### src/rtl/dwc_mobile_storage_clk_switch_seq_if.sv
// rtl/dwc_mobile_storage_clk_switch_seq_if.sv - request and clock-generator signals of the clock-switch sequencer
interface dwc_mobile_storage_clk_switch_seq_if;
  logic       req_valid;
  logic       req_ready;
  logic       req_enable;
  logic [1:0] req_mux;
  logic [6:0] req_drv_phase;
  logic [6:0] req_smpl_phase;
  logic       clk_ready;
  logic       clk_enable;
  logic [1:0] ext_clk_mux_ctrl;
  logic [6:0] clk_drv_phase_ctrl;
  logic [6:0] clk_smpl_phase_ctrl;
  logic       busy;
  logic       done;
  logic       done_err;

  modport slave (
    input  req_valid, req_enable, req_mux, req_drv_phase, req_smpl_phase, clk_ready,
    output req_ready, clk_enable, ext_clk_mux_ctrl, clk_drv_phase_ctrl,
           clk_smpl_phase_ctrl, busy, done, done_err
  );

  modport master (
    output req_valid, req_enable, req_mux, req_drv_phase, req_smpl_phase, clk_ready,
    input  req_ready, clk_enable, ext_clk_mux_ctrl, clk_drv_phase_ctrl,
           clk_smpl_phase_ctrl, busy, done, done_err
  );
endinterface

### src/rtl/dwc_mobile_storage_clk_switch_seq.sv
// rtl/dwc_mobile_storage_clk_switch_seq.sv - stops the card-clock generator, applies new divider/phase config, restarts it
module dwc_mobile_storage_clk_switch_seq #(
  parameter int SETTLE_CYC = 4,
  parameter int TO_CYC     = 512,
  parameter int TO_W       = 10
) (
  input  logic                               ext_clk,
  input  logic                               rst,
  dwc_mobile_storage_clk_switch_seq_if.slave bus
);
  localparam int ST_W = $clog2(SETTLE_CYC + 1);

  typedef enum logic [2:0] {S_IDLE, S_STOP, S_SETTLE, S_START, S_DONE} state_t;

  state_t          r_state, w_state_nxt;
  logic            r_cap_enable;
  logic [1:0]      r_cap_mux;
  logic [6:0]      r_cap_drv, r_cap_smpl;
  logic            r_clk_enable;
  logic [1:0]      r_mux;
  logic [6:0]      r_drv, r_smpl;
  logic            r_err;
  logic [TO_W-1:0] r_to_cnt;
  logic [ST_W-1:0] r_settle_cnt;

  logic w_accept, w_load, w_en_set, w_en_clr, w_err_nxt, w_to_max, w_settle_end, w_entry;

  assign w_accept     = bus.req_valid && (r_state == S_IDLE);
  assign w_to_max     = (r_to_cnt == TO_W'(TO_CYC - 1));
  assign w_settle_end = (r_settle_cnt == ST_W'(SETTLE_CYC - 1));
  assign w_entry      = (w_state_nxt != r_state);

  always_comb begin
    w_state_nxt = r_state;
    w_load      = 1'b0;
    w_en_set    = 1'b0;
    w_en_clr    = 1'b0;
    w_err_nxt   = r_err;
    case (r_state)
      S_IDLE: begin
        if (w_accept) begin
          w_state_nxt = S_STOP;
          w_en_clr    = 1'b1;
        end
      end
      S_STOP: begin
        if (!bus.clk_ready) begin
          w_state_nxt = S_SETTLE;
          w_load      = 1'b1;
        end else if (w_to_max) begin
          w_state_nxt = S_DONE;
          w_err_nxt   = 1'b1;
        end
      end
      S_SETTLE: begin
        if (w_settle_end) begin
          if (r_cap_enable) begin
            w_state_nxt = S_START;
            w_en_set    = 1'b1;
          end else begin
            w_state_nxt = S_DONE;
            w_err_nxt   = 1'b0;
          end
        end
      end
      S_START: begin
        if (bus.clk_ready) begin
          w_state_nxt = S_DONE;
          w_err_nxt   = 1'b0;
        end else if (w_to_max) begin
          w_state_nxt = S_DONE;
          w_en_clr    = 1'b1;
          w_err_nxt   = 1'b1;
        end
      end
      S_DONE:  w_state_nxt = S_IDLE;
      default: w_state_nxt = S_IDLE;
    endcase
  end

  always_ff @(posedge ext_clk or posedge rst) begin
    if (rst) begin
      r_state      <= S_IDLE;
      r_cap_enable <= 1'b0;
      r_cap_mux    <= '0;
      r_cap_drv    <= '0;
      r_cap_smpl   <= '0;
      r_clk_enable <= 1'b0;
      r_mux        <= '0;
      r_drv        <= '0;
      r_smpl       <= '0;
      r_err        <= 1'b0;
      r_to_cnt     <= '0;
      r_settle_cnt <= '0;
    end else begin
      r_state <= w_state_nxt;
      r_err   <= w_err_nxt;
      if (w_accept) begin
        r_cap_enable <= bus.req_enable;
        r_cap_mux    <= bus.req_mux;
        r_cap_drv    <= bus.req_drv_phase;
        r_cap_smpl   <= bus.req_smpl_phase;
      end
      // Config reaches the generator only while its clocks are gated off
      if (w_load) begin
        r_mux  <= r_cap_mux;
        r_drv  <= r_cap_drv;
        r_smpl <= r_cap_smpl;
      end
      if (w_en_set) begin
        r_clk_enable <= 1'b1;
      end else if (w_en_clr) begin
        r_clk_enable <= 1'b0;
      end
      if (w_entry) begin
        r_to_cnt <= '0;
      end else if (((r_state == S_STOP) || (r_state == S_START)) && (r_to_cnt != '1)) begin
        r_to_cnt <= r_to_cnt + 1'b1;
      end
      if (w_entry) begin
        r_settle_cnt <= '0;
      end else if (r_state == S_SETTLE) begin
        r_settle_cnt <= r_settle_cnt + 1'b1;
      end
    end
  end

  assign bus.req_ready           = (r_state == S_IDLE);
  assign bus.busy                = (r_state != S_IDLE);
  assign bus.done                = (r_state == S_DONE);
  assign bus.done_err            = (r_state == S_DONE) && r_err;
  assign bus.clk_enable          = r_clk_enable;
  assign bus.ext_clk_mux_ctrl    = r_mux;
  assign bus.clk_drv_phase_ctrl  = r_drv;
  assign bus.clk_smpl_phase_ctrl = r_smpl;
endmodule

### src/flat_wrapper.sv
// flat-port wrapper written by rule: the top's interface ports become plain ports
module dwc_mobile_storage_clk_switch_seq_flat 
#(
  parameter int SETTLE_CYC = 4,
  parameter int TO_CYC     = 512,
  parameter int TO_W       = 10
)
  (ext_clk, rst, bus_req_valid, bus_req_enable, bus_req_mux, bus_req_drv_phase, bus_req_smpl_phase, bus_clk_ready, bus_req_ready, bus_clk_enable, bus_ext_clk_mux_ctrl, bus_clk_drv_phase_ctrl, bus_clk_smpl_phase_ctrl, bus_busy, bus_done, bus_done_err);
  dwc_mobile_storage_clk_switch_seq_if bus_i ();
  input  logic ext_clk;
  input  logic rst;
  input wire logic [$bits(bus_i.req_valid)-1:0] bus_req_valid;
  input wire logic [$bits(bus_i.req_enable)-1:0] bus_req_enable;
  input wire logic [$bits(bus_i.req_mux)-1:0] bus_req_mux;
  input wire logic [$bits(bus_i.req_drv_phase)-1:0] bus_req_drv_phase;
  input wire logic [$bits(bus_i.req_smpl_phase)-1:0] bus_req_smpl_phase;
  input wire logic [$bits(bus_i.clk_ready)-1:0] bus_clk_ready;
  output wire logic [$bits(bus_i.req_ready)-1:0] bus_req_ready;
  output wire logic [$bits(bus_i.clk_enable)-1:0] bus_clk_enable;
  output wire logic [$bits(bus_i.ext_clk_mux_ctrl)-1:0] bus_ext_clk_mux_ctrl;
  output wire logic [$bits(bus_i.clk_drv_phase_ctrl)-1:0] bus_clk_drv_phase_ctrl;
  output wire logic [$bits(bus_i.clk_smpl_phase_ctrl)-1:0] bus_clk_smpl_phase_ctrl;
  output wire logic [$bits(bus_i.busy)-1:0] bus_busy;
  output wire logic [$bits(bus_i.done)-1:0] bus_done;
  output wire logic [$bits(bus_i.done_err)-1:0] bus_done_err;
  assign bus_i.req_valid = bus_req_valid;
  assign bus_i.req_enable = bus_req_enable;
  assign bus_i.req_mux = bus_req_mux;
  assign bus_i.req_drv_phase = bus_req_drv_phase;
  assign bus_i.req_smpl_phase = bus_req_smpl_phase;
  assign bus_i.clk_ready = bus_clk_ready;
  assign bus_req_ready = bus_i.req_ready;
  assign bus_clk_enable = bus_i.clk_enable;
  assign bus_ext_clk_mux_ctrl = bus_i.ext_clk_mux_ctrl;
  assign bus_clk_drv_phase_ctrl = bus_i.clk_drv_phase_ctrl;
  assign bus_clk_smpl_phase_ctrl = bus_i.clk_smpl_phase_ctrl;
  assign bus_busy = bus_i.busy;
  assign bus_done = bus_i.done;
  assign bus_done_err = bus_i.done_err;
  dwc_mobile_storage_clk_switch_seq #(.SETTLE_CYC(SETTLE_CYC), .TO_CYC(TO_CYC), .TO_W(TO_W)) u_core (.ext_clk(ext_clk), .rst(rst), .bus(bus_i));
endmodule
### config.mk
export PLATFORM = sky130hd
export DESIGN_NAME = dwc_mobile_storage_clk_switch_seq_flat
export DESIGN_NICKNAME = d
export VERILOG_FILES = /design/src/rtl/dwc_mobile_storage_clk_switch_seq_if.sv /design/src/rtl/dwc_mobile_storage_clk_switch_seq.sv /design/src/flat_wrapper.sv
export SDC_FILE = /design/constraint.sdc
export NUM_CORES = 1
export LEC_CHECK = 0
export CORE_MARGIN = 1.5
export CORE_UTILIZATION = 52
export CTS_CLUSTER_DIAMETER = 100
export DETAILED_ROUTE_END_ITERATION = 8
export PLACE_DENSITY_LB_ADDON = 0.1
export SYNTH_ARGS = -nofsm -noshare
export SYNTH_HDL_FRONTEND = slang
export SYNTH_SLANG_ARGS = --single-unit
### constraint.sdc
create_clock -name ext_clk -period 2.4 [get_ports ext_clk]
set_input_delay 0.6 -clock ext_clk [delete_from_list [all_inputs] [get_ports ext_clk]]
set_output_delay 0.6 -clock ext_clk [all_outputs]
set_load 0.1 [all_outputs]
==> results of run 1 <==
-- state kept, by name (all words and copies together) (netlist names) --
name	count
u_core.bus.clk_drv_phase_ctrl	7
u_core.bus.clk_smpl_phase_ctrl	7
u_core.r_cap_enable	1
u_core.r_err	1
u_core.r_state	3
u_core.bus.ext_clk_mux_ctrl	2
u_core.r_to_cnt	10
u_core.bus.clk_enable	1
u_core.r_cap_smpl	7
u_core.r_cap_drv	7
u_core.r_cap_mux	2
u_core.r_settle_cnt	3
-- report_power, final --
part	internal, mW	leakage, nW	switching (mW)
registers	1.17	0.657	0.203
clock network	0.305	0.0502	0.274
logic	0.704	0.719	1.67
total	2.18	1.43	2.15
-- per-layer routing --
layer / track usage (%) / share of wire [%] / vias to the layer above
met4: 6.709 / 1.1 / 0
met1: 27.23 / 47 / 806
met3: 4.501 / 4.7 / 5
met2: 28.81 / 47 / 43
li1: - / - / 844
met5: 0 / 0 / -
-- logic make-up (layout without fill, tap and decap cells) --
kind of cell	Yosys count	after routing	share of synthesized area [%]
xor gates and xnor gates	5	5	1.803
adders and majority gates	3	3	1.545
AOI/OAI and AO/OA	22	22	8.445
and+or+nand+nor	100	100	21.99
DFF	51	51	52.52
muxes	20	20	9.063
buffers and inverters	16	65	4.634
-- final cells by class --
type / instances / area (sq um)
clock buffers: 5 / 68.82
clock inverters: 2 / 37.54
fillers: 335 / 1363
inverters: 6 / 22.52
multi-input cells: 150 / 1066
flip-flops and latches: 51 / 1276
well taps: 52 / 65.06
repair buffers: 52 / 515.5
-- metrics by stage --
stage / setup WS (ns) / instance area, sq um / TNS [ns] / util (%)
global placement: 0.1294 / 2945 / 0 / 66.72
detailed placement: 0.09115 / 2945 / 0 / 66.72
CTS: 0.1759 / 3052 / 0 / 69.13
global route: 0.1088 / 3052 / 0 / 69.13
floorplan: -0.2481 / 2457 / -0.3109 / -
finish: 0.1993 / 3052 / 0 / 69.13
-- final timing paths --
check | to | depth (start not counted) | start
setup / recovery | bus_done_err | 3 | u_core.r_state[2]$_DFF_PP0_
hold / removal | u_core.r_cap_smpl[3]$_DFFE_PP0P_ | 2 | u_core.r_cap_smpl[3]$_DFFE_PP0P_
max in group asynchronous | u_core.bus.clk_drv_phase_ctrl[6]$_DFFE_PP0P_ | 3 | rst
setup reg to reg | u_core.r_to_cnt[5]$_DFFE_PP0P_ | 7 | u_core.r_settle_cnt[0]$_DFFE_PP0P_
hold reg to reg | u_core.r_cap_smpl[3]$_DFFE_PP0P_ | 2 | u_core.r_cap_smpl[3]$_DFFE_PP0P_
min in group asynchronous | u_core.r_to_cnt[8]$_DFFE_PP0P_ | 3 | rst
-- critical path: cells and delay by family (launching register included) --
family        cells  cell delay, ns
simple gates      2            0.52
buf+inv           1            0.16
flops             1            0.61
-- cell usage in the layout, fill, tap and decap left out, types with 3 or more instances in the layout --
master           instances
inv_1                    5
nor3_2                   9
and3_1                   3
buf_4                   26
o31ai_1                  3
clkdlybuf4s50_1         20
nand3_1                  3
o21ai_0                  3
nand2_1                 58
xor2_1                   3
clkbuf_8                 5
nor2_1                   4
mux2_2                  16
buf_12                   6
o211ai_1                 3
mux2i_1                  4
dfrtp_1                 51
nor3_1                   4
ha_1                     3
==> results.toml, run 1 <==
[outcome]
status = "completed"

[finish]
layout-drive-gt1-share_pct = 28.95
antenna_cells = 0
fin_cells = 318
finalNetCount = 290
syn_to_final_growth_pct = 25.59

[clock_tree]
ctsResizeCount = 0
postCtsSetupRepairBufs = 0
numCtsBuffers = 5
cts_hold_buf = 0
root_buffer = "clkbuf_8"
clock_latency_ns = 0.30
clock_sinks = 51
h-tree-depth = 2
clk_pin_slew_ns = 0.09
cts_tree = "built"
cts_buffer_depth = 2

[drt]
via_count = 1698
drtAntennaViolNets = 0
dr.pass1.iters = 4
routed_wl_mm = 4.470
avgRoutedWirePerCell_um = 14.06
viasPerCell = 5.340
detail_route.iter0.violations = 97
remaining_drc_errors = 0

[run]
drv_cap = 0

[logic_synthesis]
synth_edf_count = 0
synth_top_area_share_pct = 52.52
synth_nets = 241
synth_area_leaders = "dfrtp_1 53%, nand2_1 9.0%, mux2_2 7.4%"
post_synth_instance_area_sq_um = 2430
synth.largest_area_cell = "dfrtp_1"
synth_seq_cells = 51
synth-async-reset-ratio_pct = 100.0
yosysSeqAreaShare_pct = 52.52
synth_ff_type = "dfrtp_1"
synth_cell_type_count = 46
syn_avg_cell_area_sq_um = 11.20
synth.most_common_cell = "nand2_1"
synth_common_cells = "58 x nand2_1, 51 x dfrtp_1, 16 x mux2_2, 9 x nor3_2, 6 x inv_1"
syn_inst = 217
ys.warnings.count = 0

[power]
total_power_mw = 4.327
p_per_area_nw_per_um2 = 1418
irDropWorstVdd_v = 0.0008227
power_leakage_nw = 1.427

[timing]
slew-limit-headroom_pct = 53.03
finClkSkew_ns = 0.007723
finalMaxSlewViolations = 0
setup_viol = 0
fmax_mhz = 454.4
rsz0062_at_grt = "false"
hold_violations = 0
hold_ws_ns = 0.4771
fin_crit_sh_pct = 91.69
min_period_ns = 2.201
worst_pin_slew_ns = 0.6991

[global_route]
gr-total-overflow = 0
grt_max_degree = 52
first_global_vias = 1626
grt_pass1_wl_mm = 7.576
track_usage_pct = 19.07
antenna_found_initial = 0

[setup_path]
critPathSlowestCell = "dfrtp_1"
critPathMaxStageDelay_ns = 0.61
arrival_ns = 1.60
cp_cell_sequence = "nor3b_4 > and2_4 > buf_12"
critPathRequiredTime_ns = 1.80
end_kind = "output port"
crit_type = "reg2out"
critical_path.max_fanout = 9
ff2ff_setup_slack_ns = 0.34
critPathLaunchType = "flop"

[floorplan]
fp-row-count = 24
core_region_area_sq_um = 4414
start_util_pct = 55.05
die_x_um = 71.36
pin_count = 42
dieArea_sq_um = 5092
chipHeight_um = 71.36

[placed_design]
port_buffers = 41
hpwl_mm = 3.095
dpl.cell_count = 311
place_congestion = 0.7826

[min_path]
holdCritPathClass = "reg2reg"
(Power assumes the default switching activity.)
==> inputs of run 2 (changes only) <==
--- a/config.mk
+++ b/config.mk
@@ -6,10 +6,12 @@
 export NUM_CORES = 1
 export LEC_CHECK = 0
 export CORE_MARGIN = 1.5
-export CORE_UTILIZATION = 52
+export CORE_UTILIZATION = 47
 export CTS_CLUSTER_DIAMETER = 100
 export DETAILED_ROUTE_END_ITERATION = 8
+export HOLD_SLACK_MARGIN = 0.15
 export PLACE_DENSITY_LB_ADDON = 0.1
+export SKIP_LAST_GASP = 1
 export SYNTH_ARGS = -nofsm -noshare
 export SYNTH_HDL_FRONTEND = slang
 export SYNTH_SLANG_ARGS = --single-unit
==> constraint.sdc (replaced) <==
create_clock -name ext_clk -period 1.8 [get_ports ext_clk]
set_input_delay 0.45 -clock ext_clk [delete_from_list [all_inputs] [get_ports ext_clk]]
set_output_delay 0.45 -clock ext_clk [all_outputs]
set_load 0.1 [all_outputs]
==> run 2 against run 1 <==
Net effect: the flow now finishes with violations (setup timing); worst setup slack lost 0.29 ns; worst hold slack lost 0.066 ns; clock power grew 12%; non-clock buffer count grew 23; clock skew grew 0.0035 ns; power grew 54%; clock-buffer cell count is the same; sequential power grew 40%; largest power group unchanged.
==> results.toml, run 2 (synthesis results as in run 1) <==
[floorplan]
pin_count = 42
dieArea_sq_um = 5610
core_region_area_sq_um = 4848
start_util_pct = 50.12
chipHeight_um = 74.90
die_x_um = 74.90
fp-row-count = 25

[drt]
viasPerCell = 5.182
avgRoutedWirePerCell_um = 15.02
via_count = 1850
dr.pass1.iters = 4
drtAntennaViolNets = 0
detail_route.iter0.violations = 101
remaining_drc_errors = 0
routed_wl_mm = 5.362

[timing]
fin_crit_sh_pct = 105.0
slew-limit-headroom_pct = 73.12
finClkSkew_ns = 0.01117
hold_ws_ns = 0.4115
hold_violations = 0
worst_pin_slew_ns = 0.4010
setup_viol = 16
worst_slack_ns = -0.09074
finalMaxSlewViolations = 0
rsz0062_at_grt = "true"
fmax_mhz = 528.9
min_period_ns = 1.891

[global_route]
track_usage_pct = 20.37
first_global_vias = 1741
grt_pass1_wl_mm = 8.466
antenna_found_initial = 0
grt_max_degree = 40
gr-total-overflow = 0

[setup_path]
rr_endpoint = "u_core.r_to_cnt[2]$_DFFE_PP0P_"
critPathRequiredTime_ns = 1.98
arrival_ns = 2.07
critPathSlowestCell = "dfrtp_1"
ff2ff_setup_slack_ns = -0.09
critPathLaunchType = "flop"
cp_cell_sequence = "ha_4 > ha_4 > or3b_1 > a211o_1 > o31ai_4 > buf_12 > nor4_2"
cp_num_buf_inv = 1
crit_type = "reg2reg"
worstRegToRegCells = 7
critical_path.max_fanout = 7
timing.rr.start = "u_core.r_settle_cnt[0]$_DFFE_PP0P_"
path_common_cell = "ha_4"
end_kind = "flop"
critPathMaxStageDelay_ns = 0.42
cp_top_family = "compound AO/OA/AOI/OAI gates"

[min_path]
holdCritPathClass = "in2async"

[power]
irDropWorstVdd_v = 0.001125
power_leakage_nw = 1.612
p_per_area_nw_per_um2 = 1864
total_power_mw = 6.659

[finish]
syn_to_final_growth_pct = 47.07
layout-drive-gt1-share_pct = 38.62
antenna_cells = 0
final_cell_mix = "58 x nand2_1, 49 x dfrtp_1, 26 x buf_4, 25 x buf_12, 20 x clkdlybuf4s50_1"
regMostFlops = "u_core.r_to_cnt"
layout_commonest_cell = "nand2_1"
finalNetCount = 313
final_util_pct = 73.70
largest_register_ffs = 10

[clock_tree]
h-tree-depth = 2
clock_sinks = 51
clk_pin_slew_ns = 0.10
clock_latency_ns = 0.30
cts_hold_buf = 0
root_buffer = "clkbuf_8"
cts_tree = "built"
cts_buffer_depth = 2
numCtsBuffers = 5

[placed_design]
place_congestion = 0.8406
place_ws_ns = -0.2198
hpwl_mm = 3.593
port_buffers = 41

[outcome]
violations = "setup timing"
status = "finished, violations left"

[run]
drv_cap = 0
## run 2: cell count changes in the layout (fill, tap and decap cells not counted), moves of 2 or more
cell     change
ha_4         +2
dfrtp_1      -2
nor4_2       +2
buf_6        +3
buf_12      +19
dfrtp_2      +2
nor4_1       -2
ha_1         -2
## run 2: stage by stage
stage / instance area, sq um / instances / setup TNS, ns
detailed placement: 3306 / 339 / -5.848
global route: 3573 / 357 / -2.007
floorplan: 2469 / 217 / -7.186
finish: 3573 / 357 / -1.023
CTS: 3495 / 350 / -0.5465
global placement: 3306 / 339 / -4.429
## run 2: area by class of cell
type	instances	area, sq um
flip-flops and latches	51	1279
multi-input cells	150	1142
fillers	327	1275
well taps	67	83.83
repair buffers	75	957.2
clock buffers	5	68.82
clock inverters	3	20.02
inverters	6	22.52
## run 2: worst max-delay path by stage
stage,to,start,depth (start not counted),slack (ns)
floorplan,bus_busy,u_core.r_state[1]$_DFF_PP0_,3,-0.70
global placement,u_core.r_to_cnt[2]$_DFFE_PP0P_,bus_clk_ready,6,-0.15
detailed placement,u_core.r_to_cnt[2]$_DFFE_PP0P_,bus_clk_ready,4,-0.22
CTS,bus_done_err,u_core.r_state[0]$_DFF_PP0_,4,-0.06
global route,u_core.r_to_cnt[2]$_DFFE_PP0P_,u_core.r_settle_cnt[1]$_DFFE_PP0P_,7,-0.14
finish,u_core.r_to_cnt[2]$_DFFE_PP0P_,u_core.r_settle_cnt[0]$_DFFE_PP0P_,7,-0.09
## run 2: metal layers
| metal | wire (um) | up-vias | GRT usage, % |
|---|---|---|---|
| li1 | - | 884 | - |
| met1 | 2258 | 904 | 26.07 |
| met2 | 2768 | 56 | 34.71 |
| met3 | 280 | 6 | 4.150 |
| met4 | 55 | 0 | 6.667 |
| met5 | 0 | - | 0 |
## run 2: power by group
part / internal [mW] / total (mW) / leakage (nW) / switching (mW)
clock: 0.271 / 0.651 / 0.0402 / 0.380
sequential: 1.56 / 1.92 / 0.655 / 0.357
combinational: 1.68 / 4.09 / 0.917 / 2.41
total: 3.51 / 6.66 / 1.61 / 3.15
## run 2: timing repair
action,in CTS,in global routing
setup endpoints to repair,20,18
gates cloned,1,0
pin swaps,13,1
setup buffers,3,7
gates resized for setup,13,5
